--- config.mk ---
export PLATFORM = sky130hd
export DESIGN_NAME = cc_completer
export DESIGN_NICKNAME = d
export VERILOG_FILES = /design/src/rtl/pcie_cc_pkg.sv /design/src/rtl/cc_desc_pack.sv /design/src/rtl/cc_completer.sv
export SDC_FILE = /design/constraint.sdc
export NUM_CORES = 1
export LEC_CHECK = 0
export CELL_PAD_IN_SITES_DETAIL_PLACEMENT = 1
export CELL_PAD_IN_SITES_GLOBAL_PLACEMENT = 2
export CORE_ASPECT_RATIO = 2
export CORE_MARGIN = 5
export CORE_UTILIZATION = 29
export DETAILED_ROUTE_END_ITERATION = 16
export PLACE_DENSITY_LB_ADDON = 0.25
export SLEW_MARGIN = 20
export SYNTH_ARGS = -nofsm -noshare
export SYNTH_HDL_FRONTEND = slang
export SYNTH_SLANG_ARGS = --single-unit
--- constraint.sdc ---
create_clock -name clk -period 9.9 [get_ports clk]
set_input_delay 1.98 -clock clk [delete_from_list [all_inputs] [get_ports clk]]
set_output_delay 1.98 -clock clk [all_outputs]
set_load 0.05 [all_outputs]
--- src/rtl/pcie_cc_pkg.sv ---
// Shared definitions for the PCIe completer paths: FSM states, CC descriptor
// field offsets, completion status codes and the CQ request type decode.
package pcie_cc_pkg;

  typedef enum logic [1:0] {
    ST_IDLE    = 2'd0,
    ST_RD_WAIT = 2'd1,
    ST_SEND    = 2'd2
  } cc_state_t;

  // CQ request type for a memory read
  localparam logic [3:0] CQ_TYPE_MEM_RD = 4'b0000;

  // Completion status codes
  localparam logic [2:0] CPL_SC = 3'b000;
  localparam logic [2:0] CPL_UR = 3'b001;
  localparam logic [2:0] CPL_CA = 3'b100;

  // CC descriptor bit offsets within tdata
  localparam int OFF_LOWER_ADDR = 0;
  localparam int OFF_BYTE_CNT   = 16;
  localparam int OFF_DW_CNT     = 32;
  localparam int OFF_STATUS     = 43;
  localparam int OFF_REQ_ID     = 48;
  localparam int OFF_TAG        = 64;
  localparam int OFF_TC         = 89;
  localparam int OFF_DW3        = 96;
  localparam int OFF_DW4        = 128;

  // A zero DW count is treated as a single DW
  function automatic logic [10:0] cc_dw_eff(input logic [10:0] dw);
    return (dw == 11'd0) ? 11'd1 : dw;
  endfunction

  // Byte count field derived from the requested DW count
  function automatic logic [12:0] cc_byte_count(input logic [10:0] dw);
    return {cc_dw_eff(dw), 2'b00};
  endfunction

endpackage

--- src/rtl/cc_desc_pack.sv ---
// Combinational packer: builds the single-beat CC completion (descriptor plus
// payload) and its DW keep mask from the registered request fields.
module cc_desc_pack
  import pcie_cc_pkg::*;
#(
  parameter int DATA_WIDTH = 256
) (
  input  logic [6:0]              lower_addr,
  input  logic [15:0]             requester_id,
  input  logic [7:0]              tag,
  input  logic [2:0]              tc,
  input  logic [10:0]             dword_count,
  input  logic [63:0]             rd_data,
  output logic [DATA_WIDTH-1:0]   tdata,
  output logic [DATA_WIDTH/32-1:0] tkeep
);

  logic [10:0] dw_eff;

  assign dw_eff = cc_dw_eff(dword_count);

  // Assemble descriptor and payload; unused bits stay zero
  always_comb begin
    tdata = '0;
    tkeep = '0;
    tdata[OFF_LOWER_ADDR +: 7] = lower_addr;
    tdata[OFF_BYTE_CNT   +: 13] = cc_byte_count(dword_count);
    tdata[OFF_REQ_ID     +: 16] = requester_id;
    tdata[OFF_TAG        +: 8]  = tag;
    tdata[OFF_TC         +: 3]  = tc;
    if (dw_eff == 11'd1) begin
      // Single DW: pick the half of the QW the byte address points at
      tdata[OFF_DW_CNT +: 11] = 11'd1;
      tdata[OFF_STATUS +: 3]  = CPL_SC;
      tdata[OFF_DW3    +: 32] = lower_addr[2] ? rd_data[63:32] : rd_data[31:0];
      tkeep[3:0] = 4'hF;
    end else if (dw_eff == 11'd2) begin
      tdata[OFF_DW_CNT +: 11] = 11'd2;
      tdata[OFF_STATUS +: 3]  = CPL_SC;
      tdata[OFF_DW3    +: 32] = rd_data[31:0];
      tdata[OFF_DW4    +: 32] = rd_data[63:32];
      tkeep[4:0] = 5'h1F;
    end else begin
      // Reads wider than a QW are aborted: descriptor only, no payload
      tdata[OFF_DW_CNT +: 11] = 11'd0;
      tdata[OFF_STATUS +: 3]  = CPL_CA;
      tkeep[2:0] = 3'h7;
    end
  end

endmodule

--- src/rtl/cc_completer.sv ---
// BAR0 MMIO read completer: captures a CQ memory-read descriptor, issues one
// register read, waits for data (or times out) and returns a single-beat
// Completion-with-Data on the CC AXI-Stream interface.
module cc_completer
  import pcie_cc_pkg::*;
#(
  parameter int DATA_WIDTH = 256,
  parameter int BAR0_SIZE  = 16,
  parameter int RD_TIMEOUT = 255
) (
  input  logic                     clk,
  input  logic                     rst_n,
  input  logic                     cq_valid,
  input  logic [3:0]               cq_type,
  input  logic [BAR0_SIZE-1:0]     cq_reg_addr,
  input  logic [15:0]              cq_requester_id,
  input  logic [7:0]               cq_tag,
  input  logic [2:0]               cq_tc,
  input  logic [6:0]               cq_lower_addr,
  input  logic [10:0]              cq_dword_count,
  output logic                     rd_req,
  output logic [BAR0_SIZE-1:0]     rd_addr,
  input  logic                     rd_data_valid,
  input  logic [63:0]              rd_data,
  output logic [DATA_WIDTH-1:0]    s_axis_cc_tdata,
  output logic [DATA_WIDTH/32-1:0] s_axis_cc_tkeep,
  output logic                     s_axis_cc_tlast,
  output logic [32:0]              s_axis_cc_tuser,
  output logic                     s_axis_cc_tvalid,
  input  logic                     s_axis_cc_tready,
  output logic                     busy,
  output logic [15:0]              drop_cnt
);

  localparam logic [15:0] TO_LIMIT = 16'(RD_TIMEOUT);

  cc_state_t state, state_nxt;

  logic        rd_hit;
  logic        capture;
  logic        drop;
  logic        timeout_hit;
  logic        data_done;
  logic        handshake;
  logic [15:0] to_cnt;

  logic [6:0]  lower_q;
  logic [15:0] rid_q;
  logic [7:0]  tag_q;
  logic [2:0]  tc_q;
  logic [10:0] dwc_q;
  logic [63:0] rdata_q;

  logic [DATA_WIDTH-1:0]    pack_tdata;
  logic [DATA_WIDTH/32-1:0] pack_tkeep;

  // Low address bits are dropped by QW alignment of the register read
  logic unused_addr_bits;
  assign unused_addr_bits = ^cq_reg_addr[2:0];

  assign rd_hit      = cq_valid && (cq_type == CQ_TYPE_MEM_RD);
  assign capture     = rd_hit && (state == ST_IDLE);
  assign drop        = rd_hit && (state != ST_IDLE);
  // Data arriving on the timeout cycle takes priority over the timeout
  assign timeout_hit = (state == ST_RD_WAIT) && !rd_data_valid && (to_cnt == TO_LIMIT);
  assign data_done   = (state == ST_RD_WAIT) && rd_data_valid;
  assign handshake   = s_axis_cc_tvalid && s_axis_cc_tready;

  assign busy            = (state != ST_IDLE);
  assign s_axis_cc_tlast = s_axis_cc_tvalid;
  assign s_axis_cc_tuser = '0;

  // State register
  always_ff @(posedge clk or negedge rst_n) begin
    if (!rst_n) state <= ST_IDLE;
    else        state <= state_nxt;
  end

  // Next-state decode
  always_comb begin
    state_nxt = state;
    unique case (state)
      ST_IDLE:    if (capture) state_nxt = ST_RD_WAIT;
      ST_RD_WAIT: if (data_done || timeout_hit) state_nxt = ST_SEND;
      ST_SEND:    if (handshake) state_nxt = ST_IDLE;
      default:    state_nxt = ST_IDLE;
    endcase
  end

  // Register read strobe and QW-aligned address, issued the cycle after capture
  always_ff @(posedge clk or negedge rst_n) begin
    if (!rst_n) begin
      rd_req  <= 1'b0;
      rd_addr <= '0;
    end else begin
      rd_req <= capture;
      if (capture) rd_addr <= {cq_reg_addr[BAR0_SIZE-1:3], 3'b000};
    end
  end

  // Read wait counter, cleared whenever not waiting
  always_ff @(posedge clk or negedge rst_n) begin
    if (!rst_n) begin
      to_cnt <= '0;
    end else if (state == ST_RD_WAIT) begin
      if (!rd_data_valid && (to_cnt != TO_LIMIT)) to_cnt <= to_cnt + 16'd1;
    end else begin
      to_cnt <= '0;
    end
  end

  // Descriptor fields captured with the request
  always_ff @(posedge clk) begin
    if (capture) begin
      lower_q <= cq_lower_addr;
      rid_q   <= cq_requester_id;
      tag_q   <= cq_tag;
      tc_q    <= cq_tc;
      dwc_q   <= cq_dword_count;
    end
  end

  // Read data, or all-ones when the register never answered
  always_ff @(posedge clk) begin
    if (data_done)        rdata_q <= rd_data;
    else if (timeout_hit) rdata_q <= 64'hFFFF_FFFF_FFFF_FFFF;
  end

  cc_desc_pack #(
    .DATA_WIDTH (DATA_WIDTH)
  ) u_pack (
    .lower_addr   (lower_q),
    .requester_id (rid_q),
    .tag          (tag_q),
    .tc           (tc_q),
    .dword_count  (dwc_q),
    .rd_data      (rdata_q),
    .tdata        (pack_tdata),
    .tkeep        (pack_tkeep)
  );

  // Output beat: loaded on the first SEND cycle, held until accepted
  always_ff @(posedge clk or negedge rst_n) begin
    if (!rst_n) begin
      s_axis_cc_tvalid <= 1'b0;
      s_axis_cc_tdata  <= '0;
      s_axis_cc_tkeep  <= '0;
    end else if ((state == ST_SEND) && !s_axis_cc_tvalid) begin
      s_axis_cc_tvalid <= 1'b1;
      s_axis_cc_tdata  <= pack_tdata;
      s_axis_cc_tkeep  <= pack_tkeep;
    end else if (handshake) begin
      s_axis_cc_tvalid <= 1'b0;
    end
  end

  // Saturating count of reads that arrived while busy
  always_ff @(posedge clk or negedge rst_n) begin
    if (!rst_n)                           drop_cnt <= '0;
    else if (drop && (drop_cnt != 16'hFFFF)) drop_cnt <= drop_cnt + 16'd1;
  end

endmodule
# Word-level counts from Yosys, hierarchy flattened
# Index checks and enable logic that the tools add are counted.
classes:
  muxes: 20
  n_mul: 0
  eq_ne: 11
  div: 0
  n_reduce_logical: 20
  order_cmp: 0
  n_shift: 0
  bitwise_logic: 0
  n_addsub: 2
op_table:
  columns: ["operator", "count"]
  rows:
  - ["2-to-1 mux 64 bit", 3]
  - ["2-to-1 mux 32 bit", 3]
  - ["adder 16 x 1 -> 16 bit, second input constant", 2]
  - ["2-to-1 mux 16 bit", 2]
  - ["2-to-1 mux 14 bit", 2]
  - ["equality test 16 x 8 -> 1 bit, second input constant", 1]
  - ["!= test 16 bit, second input constant", 1]
  - ["!= test 16 x 8 -> 1 bit, second input constant", 1]
  - ["equality test 11 x 1 -> 1 bit, second input constant", 1]
  - ["equality test 11 x 2 -> 1 bit, second input constant", 1]
  - ["logical NOT 11 bit", 1]
  - ["2-to-1 mux 11 bit", 1]
  - ["logical AND 1 bit", 10]
  - ["2-to-1 mux 2 bit", 4]
  - ["case mux 2 bit (3 select lines)", 1]
  - ["nonzero test 2 bit", 3]
  - ["logical NOT 4 bit", 1]
  - ["2-to-1 mux 4 bit", 1]
  - ["!= test 2 x 1 -> 1 bit, second input constant", 2]
  - ["!= test 2 bit, second input constant", 2]
  - ["2-to-1 mux 1 bit", 3]
  - ["AND reduction 3 bit", 1]
  - ["equality test 2 x 1 -> 1 bit, second input constant", 1]
  - ["equality test 2 bit, second input constant", 1]
  - ["other kinds (3)", 4]
word_totals:
  elab_cells: 67
  mem_bits_rw: 0
  input_bits: 134
  latchBits: 0
  n_memories: 0
  ff_bits: 286
  mem_bits_ro: 0

# Depth between registers and ports, before layout
# Gate-level depths: netlist of run 1.
depth:
  depth_word: 6
  ltp_mapped: 7

# Modules after synthesis
# A second synthesis of run 1 with hierarchy kept.
hier_totals:
  cells_unflattened: 1346
  area_unflattened_um2: 18240.0
modules_own_cells:
  columns: ["mod", "instances", "seq_area_each_um2", "cells_each", "area_per_inst_um2"]
  rows:
  - ["cc_completer", 1, 11105.7, 1022, 16026.6]
  - ["cc_desc_pack", 1, 0.0, 324, 2213.4]

# Worst setup path after synthesis of run 1
# No wires, ideal clock.
synth_path:
  path_type: "in2reg"
  startpoint: "input port rd_data_valid"
  endpoint: "register rdata_q[0], enable pin"
  arrival_ns: 5.285
  stages: 4
  setup_slack_ns: 4.129
  required_ns: 9.413
  path_buffers: 2
  setup_ns: 0.487
  path_cell_list: "clkbuf_1 clkbuf_1 nor2_1 nor2_1"
synth_via:
  elab_chain_len: 4
  elab_cells_between_ends: 5
  cone_classes: "reduce/logical: 5"
synth_lines:
  columns: ["item", "line", "text"]
  rows:
  - ["from (decl)", "cc_completer.sv:23", "input logic rd_data_valid,"]
  - ["logical NOT 1 bit", "cc_completer.sv:65", "assign timeout_hit = (state == ST_RD_WAIT) && !rd_data_valid && (to_cnt == TO_LIMIT);"]
  - ["logical AND 1 bit (2 in a row)", "cc_completer.sv:65", null]
  - ["nonzero test 2 bit (no source line) (*)", null, null]
  - ["to (signal assigned)", "cc_completer.sv:125", "if (data_done) rdata_q <= rd_data;"]
  - ["to (decl)", "cc_completer.sv:52", "logic [63:0] rdata_q;"]
# Mark *: on every way between the ends. The rest lies on a longest branch, timed or not.
# A chain may end at the register's enable or synchronous reset.

# Worst setup path in the final report of run 1
layout_path:
  startpoint: "input port cq_type[1]"
  endpoint: "register rid_q[2], enable pin"
layout_via:
  elab_chain_len: 3
layout_lines:
  columns: ["item", "line", "text"]
  rows:
  - ["from (decl)", "cc_completer.sv:14", "input logic [3:0] cq_type,"]
  - ["logical NOT 4 bit", "cc_completer.sv:61", "assign rd_hit = cq_valid && (cq_type == CQ_TYPE_MEM_RD);"]
  - ["logical AND 1 bit", "cc_completer.sv:61", null]
  - ["logical AND 1 bit", "cc_completer.sv:62", "assign capture = rd_hit && (state == ST_IDLE);"]
  - ["via capture", "cc_completer.sv:40", "logic capture;"]
  - ["to (signal assigned)", "cc_completer.sv:116", "rid_q <= cq_requester_id;"]
  - ["to (decl)", "cc_completer.sv:48", "logic [15:0] rid_q;"]
# The timed path passes the listed nets, and every way through them passes these cells.

==> results of run 1 <==
## state kept, by name, summed over array words and instances, names as in the netlist, 3 cells and up
register	cells
s_axis_cc_tdata	112
rdata_q	64
drop_cnt	16
rid_q	16
to_cnt	16
rd_addr	13
dwc_q	11
tag_q	8
lower_q	7
tc_q	3
## tightest hold or removal path: stages, from the launching register on
cell	delay (ns)
edfxtp_1	0.32
nand2_1	0.04
nand2_1	0.04
## Yosys cell counts (7+ instances only)
cell type    n  area, sq um
xor2_1      12          105
edfxtp_1   109         3270
nand3_1     10         50.1
a32o_1      32          320
a21oi_1     14         70.1
buf_4      191         1430
or2_2       65          407
nand2_1    157          589
o21ai_0      7         35.0
nor2_1       9         33.8
mux2_2      15          169
clkbuf_1    34          128
dfrtp_1    163         4080
a2111oi_0    7         61.3
nor4_1       9         56.3
o31ai_1      7         52.6
a22o_1      33          289
or4_1        8         60.1
a21o_1      33          248
## path summary, 6_finish.rpt
check / from / end / slack [ns] / cells after the start
worst max-delay path: cq_type[1] / rid_q[2] / 5.88 / 5
worst min-delay path: rid_q[10] / s_axis_cc_tdata[58] / 0.43 / 2
worst max register to register: s_axis_cc_tlast / s_axis_cc_tdata[137] / 6.63 / 5
worst min register to register: rid_q[10] / s_axis_cc_tdata[58] / 0.43 / 2
max in group asynchronous: rst_n / s_axis_cc_tdata[66] / 6.80 / 2
min in group asynchronous: rst_n / drop_cnt[4] / 1.54 / 1
## layout make-up
| type | instances | area, sq um | area share [%] |
|---|---|---|---|
| timing repair buffer | 287 | 2860 | 18.4 |
| sequential | 272 | 7350 | 47.3 |
| clock buffer | 34 | 754 | 4.86 |
| tap | 535 | 669 | 4.31 |
| inverter | 6 | 22.5 | 0.145 |
| clock inverter | 18 | 206 | 1.33 |
| antenna | 2 | 5.00 | 0.0322 |
| multi-input combinational | 653 | 3670 | 23.6 |
## logic make-up (layout without fill, tap and decap cells)
logic type	Yosys count	after routing	share of synthesized area, %
and+or+nand+nor	293	293	12.2
DFF	272	272	61.5
buffers and inverters	242	345	13.8
AOI/OAI and AO/OA	144	144	9.71
muxes	17	17	1.58
xor gates and xnor gates	14	14	1.03
adders and majority gates	2	2	0.209
other	1	185	0.0314
## per-layer routing
metal  up-vias  global-route usage, %  share of wire [%]
met2       354                   27.4                 54
met4         0                   4.69                2.6
met5         -                      0                  0
li1       3587                      -                  -
met3        41                   2.71                6.1
met1      3905                   16.5                 37
## report_power, final
part           internal, uW  total [uW]  switching, uW  leakage [uW]
clock network           649        1110            465      0.000462
logic                   311        1140            826       0.00313
registers              1300        1360           66.8       0.00307
total                  2260        3620           1360       0.00666
## through the flow
stage	util (%)	setup slack, ns
CTS	37.9	5.83
detailed placement	35.5	5.23
global placement	35.5	5.30
floorplan	-	4.13
global route	37.9	5.68
finish	37.9	5.88
==> flow_metrics.env, run 1 <==
export IMPL_drt_total_wl_um=34600
export IMPL_peakVddDrop_mv=0.101
export IMPL_netlist_area_sq_um=12000
export IMPL_cts_root_buf="clkbuf_16"
export IMPL_grt_max_degree=98
export IMPL_fin_cells=1807
export IMPL_ant_nets=0
export IMPL_fin_setup_tns_ns=0
export IMPL_synth_flop_cell="dfrtp_1"
export IMPL_path_cells="clkdlybuf4s50_1 -> nor4_1 -> nand3_1 -> inv_2 -> buf_4"
export IMPL_rows=105
export IMPL_globalRouteOverflowTotal=0
export IMPL_cts_buffers=28
export IMPL_synth_seq_cells=272
export IMPL_finalMaxSlewViolations=0
export IMPL_setup_viol=0
export IMPL_ys_types=44
export IMPL_cts_resized=0
export IMPL_ys_seq_area_share_pct=61.5
export IMPL_tightestPinTransition_ns=0.960
export IMPL_viasPerCell=4.36
export IMPL_yosys_warnings=0
export IMPL_initial_core_util_pct=29.2
export IMPL_fin_area_sq_um=15500
export IMPL_drc=0
export IMPL_synth_edf_count=109
export IMPL_core_sq_um=41000
export IMPL_hpwl_um=24000
export IMPL_grt_pass1_vias=8674
export IMPL_areaGrowthSynthToFinish_pct=29.9
export IMPL_gp_congestion=0.737
export IMPL_first_pass_iters=4
export IMPL_fillers=4486
export IMPL_cp_end_kind="flip-flop"
export IMPL_initialDrtViolationCount=308
export IMPL_syn_mean_instance_area_sq_um=12.1
export IMPL_fin_crit_ns=4.02
export IMPL_grt_usage_pct=14.6
export IMPL_worstSetupPathType="input port to flip-flop"
export IMPL_cts_clk_slew_worst_paths_ns=0.06
export IMPL_powerDensity_nw_per_um2=233
export IMPL_clk_latency_ns=0.55
export IMPL_ctsHoldBuffers=0
export IMPL_finalHoldViolations=0
export IMPL_htree_levels=1
export IMPL_start_kind="input port"
export IMPL_fin_nets=1384
export IMPL_cts_tree="done"
export IMPL_synth_cells=985
export IMPL_cpMaxStageDelayCell="nand3_1"
export IMPL_portBuffers=280
export IMPL_cts_setup_buffers=0
export IMPL_drive_above_1_share_pct=11.1
export IMPL_cts_buffer_depth=3
export IMPL_maxClockFrequency_ghz=0.249
export IMPL_synth_async_sr_flop_share_pct=59.9
export IMPL_fp_dieArea_sq_um=45700
export IMPL_crit_required_ns=10.08
export IMPL_leakage_uw=0.00666
export IMPL_grt_pass1_wl_um=52800
export IMPL_io_pins=467
export IMPL_fp_dieH_um=297
export IMPL_drv_cap=0
export IMPL_post_drt_wl_per_cell_um=19.1
export IMPL_postPlaceCellArea_sq_um=14600
export IMPL_path_buf_inv=3
export IMPL_antenna_found_initial=2
export IMPL_placedCellCount=1753
export IMPL_max_stage_delay_ns=0.67
export IMPL_fin_skew_ns=0.0127
export IMPL_timing_hold_ws_ns=0.435
export IMPL_status="completed"
export IMPL_via_count=7887
export IMPL_rsz0062_at_grt="no"
export IMPL_cts_sinks=272
export IMPL_layout_common_cells="279 x clkdlybuf4s50_1, 183 x conb_1, 163 x dfrtp_1"
export IMPL_hold_path_class="flip-flop to flip-flop"
export IMPL_path_max_fanout=46
export IMPL_power_uw=3620
export IMPL_post_route_period_util_pct=40.6
export IMPL_maxSlewHeadroom_pct=36.0
export IMPL_die_w_um=154
export IMPL_cp_arrival_ns=4.20
export IMPL_final_common_cell="clkdlybuf4s50_1"
export IMPL_crit_family="buffers and inverters"
Power figures use the tool's default switching activity.
==> run 2, diff against run 1 <==
--- a/config.mk
+++ b/config.mk
@@ -9,7 +9,7 @@
 export CELL_PAD_IN_SITES_GLOBAL_PLACEMENT = 2
 export CORE_ASPECT_RATIO = 2
 export CORE_MARGIN = 5
-export CORE_UTILIZATION = 29
+export CORE_UTILIZATION = 25
 export DETAILED_ROUTE_END_ITERATION = 16
 export PLACE_DENSITY_LB_ADDON = 0.25
 export SLEW_MARGIN = 20
==> constraint.sdc (replaced) <==
create_clock -name clk -period 3.5 [get_ports clk]
set_input_delay 0.7 -clock clk [delete_from_list [all_inputs] [get_ports clk]]
set_output_delay 0.7 -clock clk [all_outputs]
set_load 0.05 [all_outputs]
==> flow_metrics.env, run 2 (synthesized netlist as in run 1, its figures left out) <==
export IMPL_status="completed"
export IMPL_fp_dieArea_sq_um=52600
export IMPL_cp_end_kind="primary output"
export IMPL_globalRouteOverflowTotal=0
export IMPL_path_buf_inv=2
export IMPL_tightestPinTransition_ns=0.762
export IMPL_maxClockFrequency_ghz=0.366
export IMPL_ant_nets=0
export IMPL_fin_setup_tns_ns=0
export IMPL_worstSetupPathType="flip-flop to primary output"
export IMPL_drt_total_wl_um=37000
export IMPL_finalMaxSlewViolations=0
export IMPL_gp_congestion=0.735
export IMPL_pwr_share_clk_pct=29.6
export IMPL_initial_core_util_pct=25.2
export IMPL_p_switching_uw=3870
export IMPL_antenna_found_initial=4
export IMPL_viasPerCell=4.18
export IMPL_reg_top3="s_axis_cc_tdata (112), rdata_q (64)"
export IMPL_hold_path_class="input port to asynchronous set/reset pin"
export IMPL_die_w_um=165
export IMPL_layout_common_cells="279 x clkdlybuf4s50_1, 183 x conb_1, 163 x dfrtp_1"
export IMPL_setup_viol=0
export IMPL_cts_clk_slew_worst_paths_ns=0.07
export IMPL_post_drt_wl_per_cell_um=19.3
export IMPL_rows=113
export IMPL_fin_nets=1398
export IMPL_core_sq_um=47500
export IMPL_grt_pass1_vias=8814
export IMPL_post_route_period_util_pct=78.0
export IMPL_via_count=8024
export IMPL_fin_skew_ns=0.0149
export IMPL_initialDrtViolationCount=329
export IMPL_drv_cap=0
export IMPL_cts_tree="done"
export IMPL_cts_buffers=28
export IMPL_crit_required_ns=2.80
export IMPL_cts_setup_buffers=0
export IMPL_cts_sinks=272
export IMPL_grt_pass1_wl_um=55100
export IMPL_drive_above_1_share_pct=11.8
export IMPL_rsz0062_at_grt="no"
export IMPL_drc=0
export IMPL_final_common_cell="clkdlybuf4s50_1"
export IMPL_fillers=5271
export IMPL_crit_family="buffers and inverters"
export IMPL_clk_latency_ns=0.56
export IMPL_ctsHoldBuffers=0
export IMPL_portBuffers=280
export IMPL_cts_resized=0
export IMPL_maxSlewHeadroom_pct=49.0
export IMPL_peakVddDrop_mv=0.423
export IMPL_fp_dieH_um=319
export IMPL_largest_register_ffs=112
export IMPL_seqPwrFrac_pct=38.1
export IMPL_htree_levels=1
export IMPL_timing_hold_ws_ns=0.109
export IMPL_cp_arrival_ns=2.03
export IMPL_start_kind="flip-flop"
export IMPL_max_stage_delay_ns=0.71
export IMPL_path_max_fanout=6
export IMPL_internal_power_uw=6250
export IMPL_cpMaxStageDelayCell="clkdlybuf4s50_1"
export IMPL_cts_buffer_depth=3
export IMPL_cts_root_buf="clkbuf_16"
export IMPL_finalHoldViolations=0
export IMPL_first_pass_iters=4
export IMPL_areaGrowthSynthToFinish_pct=32.1
export IMPL_leakage_uw=0.00672
export IMPL_grt_max_degree=115
export IMPL_regMostFlops="s_axis_cc_tdata"
export IMPL_grt_usage_pct=13.6
export IMPL_io_pins=467
export IMPL_combPwrFrac_pct=32.3
export IMPL_path_cells="nor2_1 -> inv_1 -> clkdlybuf4s50_1"
export IMPL_hpwl_um=25900
export IMPL_powerDensity_nw_per_um2=641
export IMPL_p_sw_share_pct=38.2
export IMPL_fin_crit_ns=2.73
## run 2: cell count changes in the layout (fill, tap and decap cells not counted), sizes merged
cell	change
bufinv	-2
inv	-1
clkinv	+1
buf	+13
clkbuf	+4
clkinvlp	-1
## run 2: final timing paths
kind / from / endpoint / slack, ns / depth (start not counted)
setup / recovery: state[0] / busy / 0.77 / 3
hold / removal: rst_n / s_axis_cc_tdata[132] / 0.11 / 1
setup reg to reg: to_cnt[12] / rdata_q[55] / 0.99 / 5
hold reg to reg: tag_q[1] / s_axis_cc_tdata[65] / 0.44 / 2
max in group asynchronous: rst_n / s_axis_cc_tdata[52] / 2.52 / 2
min in group clk: tag_q[1] / s_axis_cc_tdata[65] / 0.44 / 2
## run 2: per-stage QoR
step / utilization [%] / setup slack, ns / total power, uW / cell area [sq um] / cells
3_3_place_gp: 31.4 / 0.724 / 7200 / 14900 / 1864
6_report: 33.3 / 0.770 / 10100 / 15800 / 1918
3_5_place_dp: 31.4 / 0.649 / 7240 / 14900 / 1864
4_1_cts: 33.2 / 0.700 / 10300 / 15800 / 1916
5_1_grt: 33.3 / 0.626 / 10600 / 15800 / 1917
2_1_floorplan: - / 0.0759 / 6220 / 12600 / 1167
## run 2: layout make-up
type                    count  area (sq um)  share of cell area, %
diodes                      2          5.00                 0.0317
clock buffers              37           764                   4.84
clock inverters            15           134                  0.847
inverters                   6          22.5                  0.143
multi-input cells         653          3670                   23.2
flip-flops and latches    272          7350                   46.5
well taps                 632           791                   5.01
repair buffers            301          3060                   19.4
## run 2: power groups by stage
stage | sequential, uW | combinational, uW | clock [uW]
after CTS | 3860 | 3320 | 3140
final | 3860 | 3270 | 3000
after global placement | 3910 | 3290 | 0
after global routing | 3910 | 3470 | 3260
after detailed placement | 3930 | 3310 | 0
after floorplan | 5010 | 1210 | 0
## run 2: worst reg2reg max path, cell delays in order (launching register included)
cell and delay [ns]:
dfrtp_1 0.42, nor4_1 0.39, and4_1 0.52, nor2_1 0.19, nor2_4 0.44, buf_12 0.25
## run 2: layer usage
layer / global-route usage (%) / share of wire, % / vias up / wire length [um]
met1: 14.7 / 36 / 3964 / 13300
met3: 3.76 / 8.8 / 47 / 3250
met5: 0 / 0.076 / - / 28
met4: 4.57 / 3.0 / 4 / 1110
li1: - / - / 3614 / -
met2: 25.0 / 52 / 395 / 19400
==> run 3, diff against run 2 <==
--- a/config.mk
+++ b/config.mk
@@ -9,7 +9,7 @@
 export CELL_PAD_IN_SITES_GLOBAL_PLACEMENT = 2
 export CORE_ASPECT_RATIO = 2
 export CORE_MARGIN = 5
-export CORE_UTILIZATION = 25
+export CORE_UTILIZATION = 27
 export DETAILED_ROUTE_END_ITERATION = 16
 export PLACE_DENSITY_LB_ADDON = 0.25
 export SLEW_MARGIN = 20
==> constraint.sdc (replaced) <==
create_clock -name clk -period 2.9 [get_ports clk]
set_input_delay 0.58 -clock clk [delete_from_list [all_inputs] [get_ports clk]]
set_output_delay 0.58 -clock clk [all_outputs]
set_load 0.05 [all_outputs]
==> flow_metrics.env, run 3 (synthesized netlist as in run 1, its figures left out) <==
export IMPL_regMostFlops="s_axis_cc_tdata"
export IMPL_start_kind="flip-flop"
export IMPL_placedCellCount=1789
export IMPL_status="completed"
export IMPL_leakage_uw=0.00676
export IMPL_initialDrtViolationCount=327
export IMPL_fin_setup_tns_ns=0
export IMPL_largest_register_ffs=112
export IMPL_fp_dieArea_sq_um=48900
export IMPL_path_max_fanout=6
export IMPL_cp_end_kind="primary output"
export IMPL_cts_buffer_depth=3
export IMPL_fin_cells=1845
export IMPL_grt_pass1_wl_um=54700
export IMPL_fin_skew_ns=0.0104
export IMPL_grt_pass1_vias=8809
export IMPL_htree_levels=1
export IMPL_cts_buffers=28
export IMPL_cts_clk_slew_worst_paths_ns=0.06
export IMPL_cp_arrival_ns=1.94
export IMPL_clk_latency_ns=0.55
export IMPL_rows=109
export IMPL_grt_max_degree=69
export IMPL_gp_congestion=0.710
export IMPL_tightestPinTransition_ns=0.811
export IMPL_layout_common_cells="279 x clkdlybuf4s50_1, 183 x conb_1, 163 x dfrtp_1"
export IMPL_crit_required_ns=2.32
export IMPL_fin_nets=1401
export IMPL_globalRouteOverflowTotal=0
export IMPL_post_drt_wl_per_cell_um=19.4
export IMPL_cts_root_buf="clkbuf_16"
export IMPL_rsz0062_at_grt="no"
export IMPL_drv_cap=0
export IMPL_setup_viol=0
export IMPL_maxClockFrequency_ghz=0.396
export IMPL_areaGrowthSynthToFinish_pct=31.9
export IMPL_grt_usage_pct=14.2
export IMPL_hold_path_class="flip-flop to flip-flop"
export IMPL_hpwl_um=25700
export IMPL_first_pass_iters=4
export IMPL_final_common_cell="clkdlybuf4s50_1"
export IMPL_cts_tree="done"
export IMPL_via_count=7934
export IMPL_drc=0
export IMPL_cts_setup_buffers=0
export IMPL_ant_nets=0
export IMPL_antenna_found_initial=3
export IMPL_die_w_um=159
export IMPL_drive_above_1_share_pct=12.0
export IMPL_worstSetupPathType="flip-flop to primary output"
export IMPL_drt_total_wl_um=35900
export IMPL_viasPerCell=4.30
export IMPL_fp_dieH_um=308
export IMPL_reg_top3="s_axis_cc_tdata (112), rdata_q (64)"
export IMPL_finalMaxSlewViolations=0
export IMPL_fin_crit_ns=2.52
export IMPL_maxSlewHeadroom_pct=45.9
export IMPL_portBuffers=280
export IMPL_peakVddDrop_mv=0.396
export IMPL_finalHoldViolations=0
export IMPL_timing_hold_ws_ns=0.439
export IMPL_core_sq_um=44100
export IMPL_cts_sinks=272
export IMPL_post_route_period_util_pct=87.0
export IMPL_initial_core_util_pct=27.2
export IMPL_io_pins=467
export IMPL_powerDensity_nw_per_um2=789
==> run 3: report_power, final <==
group | internal [uW] | leakage [uW] | switching [uW]
clock network | 2340 | 0.000472 | 1530
registers | 4430 | 0.00307 | 227
logic | 1080 | 0.00322 | 2840
==> run 3: through the flow <==
| stage | util, % | total power [uW] | setup slack (ns) | area, sq um |
|---|---|---|---|---|
| detailed placement | 33.6 | 8720 | 0.325 | 14800 |
| global route | 35.8 | 13100 | 0.212 | 15800 |
| CTS | 35.8 | 12700 | 0.300 | 15800 |
| finish | 35.8 | 12400 | 0.376 | 15800 |
| global placement | 33.6 | 8670 | 0.423 | 14800 |
| floorplan | - | 7500 | 0.158 | 12700 |
==> run 3: what timing repair did <==
| item | in CTS | in global routing |
|---|---|---|
| endpoints found under the hold margin | 38 | 0 |
| gates resized for setup | 0 | 0 |
| hold buffers | 1 | 0 |
| endpoints found under the setup margin | 0 | 0 |
==> run 3: layout make-up <==
type	count	area [sq um]
well taps	555	694
clock buffers	42	795
repair buffers	304	3060
clock inverters	10	180
fillers	4781	28300
multi-input cells	653	3670
inverters	6	22.5
flip-flops and latches	272	7350
diodes	3	7.51
==> run 3: path summary, 6_finish.rpt <==
path / slack, ns / start / cells after the start / to
setup reg to reg: 0.62 / dwc_q[7] / 5 / s_axis_cc_tdata[97]
min in group asynchronous: 0.53 / rst_n / 2 / s_axis_cc_tdata[25]
hold reg to reg: 0.44 / lower_q[1] / 2 / s_axis_cc_tdata[1]
max in group asynchronous: 1.66 / rst_n / 3 / s_axis_cc_tdata[137]
setup / recovery: 0.38 / state[0] / 3 / busy
hold / removal: 0.44 / lower_q[1] / 2 / s_axis_cc_tdata[1]
==> run 3: per-layer routing <==
metal	vias up	share of wire (%)	track usage, %
met3	43	6.6	3.16
met1	3903	37	16.0
met2	375	53	26.0
li1	3613	-	-
met5	-	0	0
met4	0	3.0	5.21
==> run 3: worst max-delay path, stage by stage, from the launching register on <==
cell and delay (ns):
dfrtp_1 0.43, nor2_1 0.09, inv_1 0.08, clkdlybuf4s50_1 0.80
